<file path="src/rtl/ifetch_pkg.sv">
// Shared types and constants for the instruction fetch stage.
package ifetch_pkg;

   localparam int unsigned IFETCH_XLEN = 32;

   // Reset value held in the instruction register: addi x0, x0, 0.
   localparam logic [31:0] IFETCH_NOP = 32'h0000_0013;

   typedef enum logic [1:0] {
      REQ   = 2'd0,
      WAIT  = 2'd1,
      VALID = 2'd2,
      FAULT = 2'd3
   } ifetch_state_t;

endpackage : ifetch_pkg

</file>
<file path="src/rtl/ifetch_unit.sv">
// Instruction fetch: one req/gnt/rvalid memory transaction per PC, held for the decoder under valid/ready.
// Optional misaligned-PC fault enabled by defining IFETCH_MISALIGN_CHECK_EN.
module ifetch_unit
   import ifetch_pkg::*;
#(
   parameter int unsigned XLEN = IFETCH_XLEN
) (
   input  logic            clk,
   input  logic            reset_n,
   input  logic [XLEN-1:0] pc,
   output logic            pc_adv,
   output logic            imem_req,
   output logic [XLEN-1:0] imem_addr,
   input  logic            imem_gnt,
   input  logic            imem_rvalid,
   input  logic [XLEN-1:0] imem_rdata,
   output logic [XLEN-1:0] instr,
   output logic            instr_valid,
   input  logic            instr_ready,
   output logic            fault
);

   ifetch_state_t   r_state;
   ifetch_state_t   w_state_nxt;
   logic [XLEN-1:0] r_instr;
   logic            r_instr_valid;
   logic            w_capture;
   logic            w_misalign;

`ifdef IFETCH_MISALIGN_CHECK_EN
   assign w_misalign = |pc[1:0];
`else
   logic w_pc_lo_unused;
   assign w_misalign     = 1'b0;
   assign w_pc_lo_unused = ^pc[1:0];
`endif

   // Next-state decode; gnt and rvalid only matter in their own states.
   always_comb begin
      w_state_nxt = r_state;
      w_capture   = 1'b0;
      unique case (r_state)
         REQ: begin
            if (w_misalign) begin
               w_state_nxt = FAULT;
            end else if (imem_gnt) begin
               w_state_nxt = WAIT;
            end
         end
         WAIT: begin
            if (imem_rvalid) begin
               w_capture   = 1'b1;
               w_state_nxt = VALID;
            end
         end
         VALID: begin
            if (instr_ready) begin
               w_state_nxt = REQ;
            end
         end
         FAULT: begin
            w_state_nxt = FAULT;
         end
         default: begin
            w_state_nxt = REQ;
         end
      endcase
   end

   // State, held instruction and registered valid; reset drops any in-flight fetch.
   always_ff @(posedge clk) begin
      if (!reset_n) begin
         r_state       <= REQ;
         r_instr       <= XLEN'(IFETCH_NOP);
         r_instr_valid <= 1'b0;
      end else begin
         r_state       <= w_state_nxt;
         r_instr_valid <= (w_state_nxt == VALID);
         if (w_capture) begin
            r_instr <= imem_rdata;
         end
      end
   end

`ifdef IFETCH_MISALIGN_CHECK_EN
   logic r_fault;

   always_ff @(posedge clk) begin
      if (!reset_n) begin
         r_fault <= 1'b0;
      end else begin
         r_fault <= (w_state_nxt == FAULT);
      end
   end

   assign fault = r_fault;
`else
   assign fault = 1'b0;
`endif

   // Request is gated by reset_n so nothing is issued while the memory is held in reset.
   assign imem_req    = (r_state == REQ) && reset_n && !w_misalign;
   assign imem_addr   = {pc[XLEN-1:2], 2'b00};
   assign pc_adv      = (r_state == VALID) && instr_ready;
   assign instr       = r_instr;
   assign instr_valid = r_instr_valid;

endmodule : ifetch_unit

</file>
<file path="config.mk">
export PLATFORM = sky130hd
export DESIGN_NAME = ifetch_unit
export DESIGN_NICKNAME = d
export VERILOG_FILES = /design/src/rtl/ifetch_pkg.sv /design/src/rtl/ifetch_unit.sv
export SDC_FILE = /design/constraint.sdc
export NUM_CORES = 1
export LEC_CHECK = 0
export BUFFER_PORTS_ARGS = -buffer_cell sky130_fd_sc_hd__buf_2
export CORE_MARGIN = 2
export CORE_UTILIZATION = 35
export CTS_BUF_LIST = sky130_fd_sc_hd__clkbuf_8
export DETAILED_ROUTE_END_ITERATION = 16
export PLACE_DENSITY_LB_ADDON = 0.05
export SLEW_MARGIN = 20
export SYNTH_ARGS = -nofsm -noshare
export SYNTH_HDL_FRONTEND = slang
export SYNTH_SLANG_ARGS = --single-unit
</file>
<file path="constraint.sdc">
create_clock -name clk -period 1.5 [get_ports clk]
set_clock_uncertainty 0.1 [all_clocks]
set_input_delay 0.075 -clock clk [delete_from_list [all_inputs] [get_ports clk]]
set_output_delay 0.075 -clock clk [all_outputs]
set_load 0.02 [all_outputs]
</file>
==> parameters.txt <==
Parameter                              Value

Global routing
  Number of global-route vias before repair ... 1450
  Antenna violations before repair ... 0
  Gr usage total ... 16.5%
  Global-route wire length before repair ... 6540 µm
  Overflow after GRT ... 0
  Maximum number of pins on one net before global-route repair ... 27

Final layout
  Layout Cells excl Fill ... 317
  Area of all placed cells without fillers ... 2170 µm²
  Fraction of final layout cells sized beyond drive strength 1 ... 32.1%
  Net count reported at finish ... 333
  Antenna diode count ... 0
  P&R area growth vs syn ... 39.6%
  Most frequent cells in the layout ... 71 x buf_2, 35 x nand2_1, 35 x dfxtp_1, 34 x dlygate4sd3_1, 31 x o21ai_0
  Fillers ... roughly 420
  Most common cell after layout, fill and taps aside ... buf_2

Setup path
  Delay-heaviest family, CP ... flip-flops
  R2R Path End ... instr[24]$_SDFFE_PN0P_
  Cell-by-cell trace of the critical path ... nor2_1 > and2_1 > buf_2
  Kind of start point of the critical path ... flop
  Crit path max fanout ... 8
  Buffers plus inverters on the worst setup path ... 1
  Startpoint of the worst-slack reg-to-reg timing path ... r_state[0]$_SDFF_PN0_
  Count of cells along the worst register-to-register path ... 4
  Setup Crit Path Kind ... reg2out
  Kind of capture point of the worst setup path ... output port
  Reg-to-reg slack, setup ... 90 ps
  Data required time at the worst endpoint ... around 1300 ps
  Critical Path Slowest Stage Cell ... dfxtp_1
  Worst Path Arrival ... between 1000 and 1500 ps
  Slowest Stage Delay on Critical Path ... 540 ps

Timing
  Number of max-slew violations in the final report ... 0
  Number of hold-slack violations in the final timing report ... 0
  Setup Viol. Count Final ... 0
  Post-route setup slack ... 40.8 ps
  Minimum clock period ... 1460 ps
  Achievable clock frequency ... 685 MHz
  Tcrit/Tclk final ... a little over nine tenths

Drt
  DRC violations left ... 0
  Via count ... 1493
  Number of vias per cell after detailed routing ... 4.71
  1st-iter DRT viols ... 44
  Drt wl/cell ... 13.1 µm
  Final wirelength ... 4160 µm
  Number of nets still failing antenna checks after routing ... 0
  DRT Pass-1 Iters ... 4

Die
  Starting utilization of the core area ... approximately 36%
  Area of the die ... 4990 µm²
  Width of the die ... 70.6 µm
  Core area ... 4320 µm²
  Standard-cell rows ... 24
  I/O pin total ... roughly 140
  Die height ... 70.6 µm

Yosys
  Count of synthesis-stage warnings from yosys ... 0
  Largest family of logic cells by synthesized area ... buffers and inverters
  Simple-gate share of the synthesized area ... around a fifth
  Adder and majority gate portion of the synthesized area ... 0%
  Xor/xnor cell area share of the yosys netlist ... 0%
  Gate count of the mapped netlist ... 190
  Cell type with the highest aggregate area in the netlist ... dfxtp_1
  Synth top area cells ... dfxtp_1 45%, buf_4 16%, o21ai_0 10%
  Share of cell area taken by muxes after synthesis ... between 1.5 and 2%
  Sequential element share of the synthesized area ... a little under half
  Synth cell types ... 18
  Synth Cell Area ... between 1500 and 2000 µm²
  Flip-flop and latch count after synthesis ... 35
  Avg Cell Area, Syn ... between 8 and 9 µm²
  Share of Yosys cell area claimed by the top area cell type ... 45.1%
  Area fraction in compound gates after synthesis ... 11.4%

Place
  Area of placed instances ... roughly 1700 µm²
  Number of I/O port buffers ... 71
  Post-placement setup slack ... ~87 ps
  HPWL reported at the end of detailed placement ... 2810 µm
  Total placed cells including tap cells ... 274
  Routability Congestion ... between 0.7 and 0.8

CTS
  TritonCTS clock tree ... built
  Insertion delay of the later-clocked pin in the worst-skew pair ... 280 ps
  Clock root buffer ... clkbuf_8
  TritonCTS sink count ... 35
  Clock-pin slew reported for the worst setup and hold paths after clock tree synthesis ... 70 ps
  Buffer levels on the longest clock path ... 2
  Number of buffers added by the clock tree synthesis step ... 5
  H-Tree Depth ... 2

Job
  Number of max-cap violations ... 0

Worst hold path
  Depth of the worst hold-timing path ... 4
  Worst min-delay path category ... in2reg
  Worst min-delay path startpoint ... instr_ready
  Endpoint of the worst hold-timing path ... instr_valid$_SDFF_PN0_

Pwr
  Leakage power figure ... 1.05 nW
  PwrDens ... 953 nW/µm²
  VDD IR-drop max ... 0.471 mV

Run status
  Outcome ... completed
-- kinds of logic (layout without fill, tap and decap cells) --
family | count (synthesis) | after routing
mux | 3 | 3
buf+inv | 48 | 120
simple gates | 69 | 70
other cells | 1 | 3
flops | 35 | 35
compound gates | 34 | 34
-- report_power, final --
group	internal, mW	switching (mW)	total [mW]
Clock	0.412	0.326	0.738
Sequential	0.968	0.0246	0.993
Combinational	0.160	0.173	0.334
Total	1.54	0.524	2.06
-- per-layer routing --
metal	vias up	global-route usage, %	wire length [µm]
met5	-	0	0
met4	0	10.1	183
met3	32	5.56	336
met2	66	29.5	2020
met1	653	16.6	1620
li1	742	-	-
-- registers in the layout, indices dropped and copies added (netlist names) --
register,cells
r_state,2
instr,32
instr_valid,1
-- through the flow --
| step | util [%] | hold slack [ps] | power [mW] | setup TNS [ps] |
|---|---|---|---|---|
| floorplan | - | 100 | 1.28 | 0 |
| global route | 50.1 | 40.8 | 2.18 | -29.5 |
| finish | 50.1 | 13.9 | 2.06 | 0 |
| CTS | 49.9 | 9.40 | 2.08 | 0 |
| global placement | 39.7 | 50.1 | 1.26 | 0 |
| detailed placement | 39.7 | 50.1 | 1.27 | 0 |
-- timing repair --
item | in CTS | in global routing
hold buffers | 34 | 0
hold endpoints to repair | 34 | 0
resized for setup | 0 | 0
endpoints found under the setup margin | 0 | 13
buffers inserted | 0 | 0
-- cells in the mapped netlist --
master,n
nor2_1,2
inv_1,2
nand3_1,29
and2_1,1
o21ai_0,31
a21boi_0,3
conb_1,1
buf_2,3
clkbuf_1,3
nor3b_1,1
buf_1,2
dfxtp_1,35
buf_4,34
mux2i_1,3
nand3b_4,1
nand2_1,35
buf_6,1
clkbuf_2,3
-- final cells by class --
| class | instances | area [µm²] | area share, % |
|---|---|---|---|
| multi-input cells | 110 | 548 | 25.3 |
| clock inverters | 1 | 3.75 | 0.173 |
| flip-flops and latches | 35 | 701 | 32.3 |
| well taps | 52 | 65.1 | 3.00 |
| inverters | 2 | 7.51 | 0.346 |
| clock buffers | 7 | 96.3 | 4.45 |
| repair buffers | 110 | 746 | 34.4 |
-- worst max path at each step --
stage,start,slack [ps],cells past startpoint,end
after CTS,r_state[0]$_SDFF_PN0_,80,4,instr[24]$_SDFFE_PN0P_
after global routing,r_state[0]$_SDFF_PN0_,-10,4,instr[2]$_SDFFE_PN0P_
after global placement,r_state[0]$_SDFF_PN0_,150,4,instr[26]$_SDFFE_PN0P_
after floorplan,r_state[0]$_SDFF_PN0_,370,4,instr[4]$_SDFFE_PN1P_
final,r_state[0]$_SDFF_PN0_,40,3,imem_req
after detailed placement,r_state[0]$_SDFF_PN0_,90,4,instr[24]$_SDFFE_PN0P_
-- worst reg2reg max path, stage by stage, from the launching register on --
cell	delay [ps]
dfxtp_1	540
nand3b_4	220
buf_4	260
nand3_1	90
o21ai_0	80
No activity file was read; power rests on OpenSTA's default activity.
